**src/rtl/burst_write_pipeline.sv**
```systemverilog
`default_nettype none
// ============================================================================
// Module   : burst_write_pipeline
// Brief    : Burst write front end. Accepts a burst request (start address,
//            length) on the address channel, then pairs each write-data beat
//            with its incremented beat address and pushes it through one
//            registered write stage (T1). Each beat produces a response equal
//            to its beat address on a valid/ready downstream port.
// Ports    : clk, rst_n          - clock, asynchronous active-low reset
//            u_addr/u_length/u_addr_valid/u_addr_ready - burst request channel
//            u_data/u_data_valid/u_data_ready          - write data channel
//            d_response/d_valid/d_ready                - per-beat response port
//            test_t1_*/test_d_ready                    - T1 stage debug taps
// Revision : 1.0 - initial release
// ============================================================================
module burst_write_pipeline #(
    parameter int DATA_WIDTH       = 32,
    parameter int ADDR_WIDTH       = 32,
    parameter int MAX_BURST_LENGTH = 4
) (
    input  logic                  clk,
    input  logic                  rst_n,
    input  logic [ADDR_WIDTH-1:0] u_addr,
    input  logic [7:0]            u_length,
    input  logic                  u_addr_valid,
    output logic                  u_addr_ready,
    input  logic [DATA_WIDTH-1:0] u_data,
    input  logic                  u_data_valid,
    output logic                  u_data_ready,
    output logic [ADDR_WIDTH-1:0] d_response,
    output logic                  d_valid,
    input  logic                  d_ready,
    output logic [ADDR_WIDTH-1:0] test_t1_addr,
    output logic [DATA_WIDTH-1:0] test_t1_data,
    output logic                  test_t1_we,
    output logic                  test_t1_valid,
    output logic                  test_t1_last,
    output logic                  test_d_ready
);

    localparam logic [0:0] c_st_idle = 1'b0;
    localparam logic [0:0] c_st_busy = 1'b1;

    // Largest "beats minus one" value a single burst may carry.
    localparam logic [7:0] c_max_rem = 8'(MAX_BURST_LENGTH - 1);

    logic [0:0]            r_state;
    logic [0:0]            w_state_next;
    logic [ADDR_WIDTH-1:0] r_beat_addr;
    logic [7:0]            r_remaining;
    logic [7:0]            w_rem_load;

    logic [ADDR_WIDTH-1:0] r_t1_addr;
    logic [DATA_WIDTH-1:0] r_t1_data;
    logic                  r_t1_we;
    logic                  r_t1_valid;
    logic                  r_t1_last;

    logic                  w_adv;
    logic                  w_addr_hs;
    logic                  w_data_hs;

    // T1 may take a new beat when it is empty or its response drains now.
    assign w_adv      = d_ready || !r_t1_valid;
    assign w_addr_hs  = u_addr_valid && u_addr_ready;
    assign w_data_hs  = u_data_valid && u_data_ready;
    assign w_rem_load = (u_length > c_max_rem) ? c_max_rem : u_length;

    // ------------------------------------------------------------------------
    // State register
    // ------------------------------------------------------------------------
    always_ff @(posedge clk or negedge rst_n) begin
        if (!rst_n) begin
            r_state <= c_st_idle;
        end else begin
            r_state <= w_state_next;
        end
    end

    // ------------------------------------------------------------------------
    // Next-state logic
    // ------------------------------------------------------------------------
    always_comb begin
        w_state_next = r_state;
        case (r_state)
            c_st_idle: if (w_addr_hs) w_state_next = c_st_busy;
            c_st_busy: if (w_data_hs && (r_remaining == 8'd0)) w_state_next = c_st_idle;
            default:   w_state_next = c_st_idle;
        endcase
    end

    // ------------------------------------------------------------------------
    // Output logic
    // ------------------------------------------------------------------------
    always_comb begin
        u_addr_ready = 1'b0;
        u_data_ready = 1'b0;
        case (r_state)
            c_st_idle: u_addr_ready = 1'b1;
            c_st_busy: u_data_ready = w_adv;
            default: begin
                u_addr_ready = 1'b0;
                u_data_ready = 1'b0;
            end
        endcase
    end

    // ------------------------------------------------------------------------
    // Beat address / remaining counter and the T1 write stage
    // ------------------------------------------------------------------------
    always_ff @(posedge clk or negedge rst_n) begin
        if (!rst_n) begin
            r_beat_addr <= '0;
            r_remaining <= '0;
            r_t1_addr   <= '0;
            r_t1_data   <= '0;
            r_t1_we     <= 1'b0;
            r_t1_valid  <= 1'b0;
            r_t1_last   <= 1'b0;
        end else begin
            if (w_addr_hs) begin
                r_beat_addr <= u_addr;
                r_remaining <= w_rem_load;
            end

            if (w_data_hs) begin
                r_t1_addr   <= r_beat_addr;
                r_t1_data   <= u_data;
                r_t1_we     <= 1'b1;
                r_t1_valid  <= 1'b1;
                r_t1_last   <= (r_remaining == 8'd0);
                // Full-width increment: wraps modulo 2^ADDR_WIDTH.
                r_beat_addr <= r_beat_addr + 1'b1;
                // The last beat leaves the counter at zero for the next load.
                if (r_remaining != 8'd0) begin
                    r_remaining <= r_remaining - 8'd1;
                end
            end else if (w_adv) begin
                // Drained with nothing behind it: empty T1, keep addr/data.
                r_t1_we    <= 1'b0;
                r_t1_valid <= 1'b0;
                r_t1_last  <= 1'b0;
            end
        end
    end

    assign d_valid       = r_t1_valid;
    assign d_response    = r_t1_addr;
    assign test_t1_addr  = r_t1_addr;
    assign test_t1_data  = r_t1_data;
    assign test_t1_we    = r_t1_we;
    assign test_t1_valid = r_t1_valid;
    assign test_t1_last  = r_t1_last;
    assign test_d_ready  = d_ready;

endmodule
`default_nettype wire

```
**config.mk**
```make
export PLATFORM = sky130hd
export DESIGN_NAME = burst_write_pipeline
export DESIGN_NICKNAME = d
export VERILOG_FILES = /design/src/rtl/burst_write_pipeline.sv
export SDC_FILE = /design/constraint.sdc
export NUM_CORES = 1
export LEC_CHECK = 0
export CAP_MARGIN = 20
export CORE_UTILIZATION = 50
export CTS_BUF_LIST = sky130_fd_sc_hd__clkbuf_4
export CTS_CLUSTER_SIZE = 14
export DETAILED_ROUTE_END_ITERATION = 10
export GPL_TIMING_DRIVEN = 0
export PLACE_DENSITY = 0.91
export SLEW_MARGIN = 20
export SYNTH_ARGS = -nofsm -noshare
export SYNTH_HDL_FRONTEND = slang
export SYNTH_SLANG_ARGS = --single-unit
```
**constraint.sdc**
```tcl
create_clock -name clk -period 3.81 [get_ports clk]
set_clock_uncertainty 0.2 [all_clocks]
set_input_delay 0.762 -clock clk [delete_from_list [all_inputs] [get_ports clk]]
set_output_delay 0.762 -clock clk [all_outputs]
set_load 0.005 [all_outputs]
```
==> impl_metrics.csv <==
group,metric,value,unit
final_layout,n_fill_cell,721,
clock_network,h-tree-depth,3,
clock_network,cts_root_buffer,"sky130_fd_sc_hd__clkbuf_4",
power_and_ir_drop,clock_power_share,0.134,
setup_path,r2r_start,"r_state",
timing,grt_setup_unrepaired,"no",
routing,routed-via-count,4912,
global_route,antenna_violations_before_repair,0,
timing,hold-worst-slack,0.02081,ns
routing,wire_per_inst,15.68,um
placement,preCtsSetupSlack,0.6494,ns
setup_path,critPathKind,"in -> out",
floorplan,dieHeight,103.3,um
clock_network,ctsLongestPathBuffers,2,
placement,dp.cells,887,
routing,drtAntennaViolNets,0,
power_and_ir_drop,totalPowerFinal,4.367,mW
run,cap_viol_max_count,0,
setup_path,worstSetupStartpoint,"d_ready",
timing,max_freq,0.3230,GHz
global_route,overflow,0,
timing,timing.max_slew.rel_slack,0.5762,
floorplan,die_area,0.01067,mm^2
setup_path,cp.required,2.85,ns
synthesis,synth-async-reset-ratio,1.000,
synthesis,edff_count_synth,0,
timing,hold_viol,0,
clock_network,cts.sinks,107,
timing,layout_worst_path_cycle_share,0.8125,
setup_path,crit_arrival,2.13,ns
setup_path,critical_path_s_slowest_cell,"sky130_fd_sc_hd__clkdlybuf4s50_1",
setup_path,r2r_cells,5,
power_and_ir_drop,pwr-share-comb,0.423,
synthesis,synth_seq_area_share,0.5221,
global_route,vias_in_the_first_global_route,4780,
placement,place.port_buffers,179,
clock_network,clk-insertion-delay-late,0.44,ns
final_layout,layout.cells.non_filler,903,
final_layout,nNetsFinal,845,
clock_network,path_clk_slew,0.16,ns
min_path,min_path_type,"in -> async",
synthesis,synthesis.nets,654,
power_and_ir_drop,seq_power_share,0.444,
outcome,outcome,"complete, no violations",
routing,drcViolationCount,0,
final_layout,seq_area,0.002678,mm^2
synthesis,syn-mean-instance-area,8.935,um^2
final_layout,antenna_cells,0,
floorplan,start_util,0.5199,
power_and_ir_drop,leakagePower,3.373,nW
final_layout,layout-drive-gt1-share,0.09740,
setup_path,regToRegSetupSlack,1.41,ns
setup_path,max_stage_delay,0.51,ns
routing,wirelength,14160,um
final_layout,multi_input_comb_area,0.002053,mm^2
final_layout,area_delta_synth_final,41.50,%
routing,dr.first_iter.drc_count,317,
clock_network,cts.repair_timing.setup_buffer_count,0,
synthesis,yosys_warnings,0,
synthesis,dominantRegCellSynth,"sky130_fd_sc_hd__dfrtp_1",
timing,final-setup-viol-count,0,
clock_network,numCtsBuffers,9,
timing,worst_pin_slew,0.6356,ns
clock_network,cts_hold_buffers,0,
setup_path,worst_path_top_cell_family_by_delay,"buffers and inverters",
timing,postLayoutSetupSlackWorst,0.7145,ns
power_and_ir_drop,cell_internal_pwr,2.932,mW
power_and_ir_drop,cellPowerDensity,601.8,mW/mm^2
setup_path,endpoint_kind,"primary output",
placement,globalplace.congestion,0.8714,
setup_path,cp_num_buf_inv,3,
clock_network,cts_tree,"done",
power_and_ir_drop,vdd_drop_max,299.6,uV
floorplan,ioPinCount,180,
routing,firstDrtPassIters,4,
floorplan,fp.dieW,103.3,um
synthesis,synthesis.instances,574,
power_and_ir_drop,netSwitchingPower,1.435,mW
global_route,largest_net_degree_at_the_start_of_global_routing,59,
final_layout,final_cell_mix,"208 x sky130_fd_sc_hd__nand2_1, 178 x sky130_fd_sc_hd__clkdlybuf4s50_1, 107 x sky130_fd_sc_hd__dfrtp_1",
setup_path,cp_num_cells,5,
setup_path,critical_path.most_common_cell,"sky130_fd_sc_hd__clkdlybuf4s50_1",
placement,hpwlAfterDp,10750,um
floorplan,coreArea,0.009864,mm^2
global_route,first_pass_grt_wire_length,22170,um
setup_path,startpoint_class,"input port",
final_layout,layout_commonest_cell,"sky130_fd_sc_hd__nand2_1",
synthesis,synth-seq-cells,107,
floorplan,floorplan.rows,36,
power_and_ir_drop,sw_frac_of_total,0.3286,
synthesis,netlist_cell_types,61,
final_layout,layout.core_utilization,0.7357,
timing,timing_max_transition_violations_final,0,
synthesis,syn-cell-area,0.005129,mm^2
setup_path,worst-path-max-fanout,6,
timing,finalCriticalPeriod,3.096,ns
global_route,grt_use_total,0.2732,
clock_network,cts_resizes,0,
setup_path,sequence_of_cells_on_the_critical_path,"clkdlybuf4s50_1, nor2b_1, buf_2, nor2_1, clkdlybuf4s50_1",
routing,drt-vias-per-instance,5.440,
==> cell usage after synthesis, types with 2 or more instances <==
cell type,n,share of area
sky130_fd_sc_hd__clkbuf_1,15,0.011
sky130_fd_sc_hd__o311ai_0,2,0.0034
sky130_fd_sc_hd__nor2_1,37,0.027
sky130_fd_sc_hd__and2_1,8,0.0098
sky130_fd_sc_hd__nor2_2,2,0.0024
sky130_fd_sc_hd__dfrtp_1,107,0.52
sky130_fd_sc_hd__nand2_1,208,0.15
sky130_fd_sc_hd__a311oi_1,7,0.012
sky130_fd_sc_hd__mux2i_1,3,0.0059
sky130_fd_sc_hd__buf_4,35,0.051
sky130_fd_sc_hd__a211oi_1,10,0.015
sky130_fd_sc_hd__inv_1,4,0.0029
sky130_fd_sc_hd__a21oi_1,6,0.0059
sky130_fd_sc_hd__and4_4,2,0.0044
sky130_fd_sc_hd__a31oi_1,2,0.0024
sky130_fd_sc_hd__or3_1,2,0.0024
sky130_fd_sc_hd__and4_1,5,0.0085
sky130_fd_sc_hd__buf_2,6,0.0059
sky130_fd_sc_hd__buf_6,2,0.0044
sky130_fd_sc_hd__a221o_1,2,0.0039
sky130_fd_sc_hd__o211ai_1,2,0.0029
sky130_fd_sc_hd__a22oi_1,2,0.0029
sky130_fd_sc_hd__nor3_1,16,0.016
sky130_fd_sc_hd__and3_1,12,0.015
sky130_fd_sc_hd__nor4_1,3,0.0037
sky130_fd_sc_hd__and3_4,3,0.0066
sky130_fd_sc_hd__a21o_1,2,0.0029
sky130_fd_sc_hd__buf_1,3,0.0022
sky130_fd_sc_hd__nor2b_1,2,0.0024
sky130_fd_sc_hd__o21ai_0,6,0.0059
sky130_fd_sc_hd__nand4_1,8,0.0098
sky130_fd_sc_hd__nand2b_1,2,0.0024
sky130_fd_sc_hd__nand3_1,12,0.012
sky130_fd_sc_hd__o22ai_1,6,0.0073
sky130_fd_sc_hd__nor3_4,2,0.0063
sky130_fd_sc_hd__ha_1,3,0.0073
==> through the flow <==
| stage | area, um^2 | TNS (ns) |
|---|---|---|
| final | 7257 | 0 |
| after global routing | 7257 | 0 |
| after CTS | 7257 | 0 |
| after detailed placement | 7116 | 0 |
| after global placement | 7087 | -230.15 |
| after floorplan | 5129 | 0 |
==> per-layer routing <==
metal	global-route usage	vias to the layer above	share of wire
met5	0	-	0
met4	0.1354	0	0.031
met3	0.04839	48	0.089
met2	0.4774	266	0.50
met1	0.3267	2308	0.38
li1	-	2290	-
==> path summary, 6_finish.rpt <==
| check | to |
|---|---|
| max in group asynchronous | d_response[0] |
| setup reg to reg | r_beat_addr[5] |
| hold / removal | d_response[26] |
| setup / recovery | u_data_ready |
| hold reg to reg | test_t1_data[27] |
| min in group clk | test_t1_data[27] |
==> final cells by class <==
type,instances,share of cell area
clock inverter,4,0.007069
multi-input combinational,402,0.2829
inverter,4,0.002069
clock buffer,12,0.01241
tap,133,0.02293
timing repair buffer,180,0.2509
buffer,61,0.05276
sequential,107,0.3690
==> power by group through the flow <==
stage	combinational [mW]	sequential (mW)	clock, mW
2_1_floorplan	0.809	1.88	0
3_3_place_gp	1.78	1.91	0
3_5_place_dp	1.85	1.96	0
4_1_cts	1.86	1.93	0.594
5_1_grt	2.05	1.99	0.635
6_report	1.85	1.94	0.584
==> flip-flops by register name, indices dropped and copies added (netlist names) <==
| signal | count |
|---|---|
| d_response | 32 |
| r_beat_addr | 32 |
| test_t1_data | 32 |
| r_remaining | 8 |
| d_valid | 1 |
| r_state | 1 |
| test_t1_last | 1 |
==> worst register-to-register path, stage by stage (launching register included) <==
cell	delay, ns
sky130_fd_sc_hd__dfrtp_1	0.47
sky130_fd_sc_hd__nor2b_1	0.29
sky130_fd_sc_hd__clkbuf_1	0.54
sky130_fd_sc_hd__buf_1	0.56
sky130_fd_sc_hd__a32oi_1	0.12
sky130_fd_sc_hd__o21ai_0	0.14
==> kinds of logic after synthesis <==
| logic type | after synthesis | share of synthesized area |
|---|---|---|
| multiplexers | 5 | 0.01025 |
| adder cells (fa/ha/maj) | 3 | 0.007320 |
| flip-flops | 107 | 0.5221 |
| XOR/XNOR | 2 | 0.003416 |
| AND/OR/NAND/NOR | 332 | 0.2932 |
| AO/OA/AOI/OAI | 60 | 0.08612 |
| buffers and inverters | 65 | 0.07758 |
Note: power is estimated with default switching activity, not from simulation.
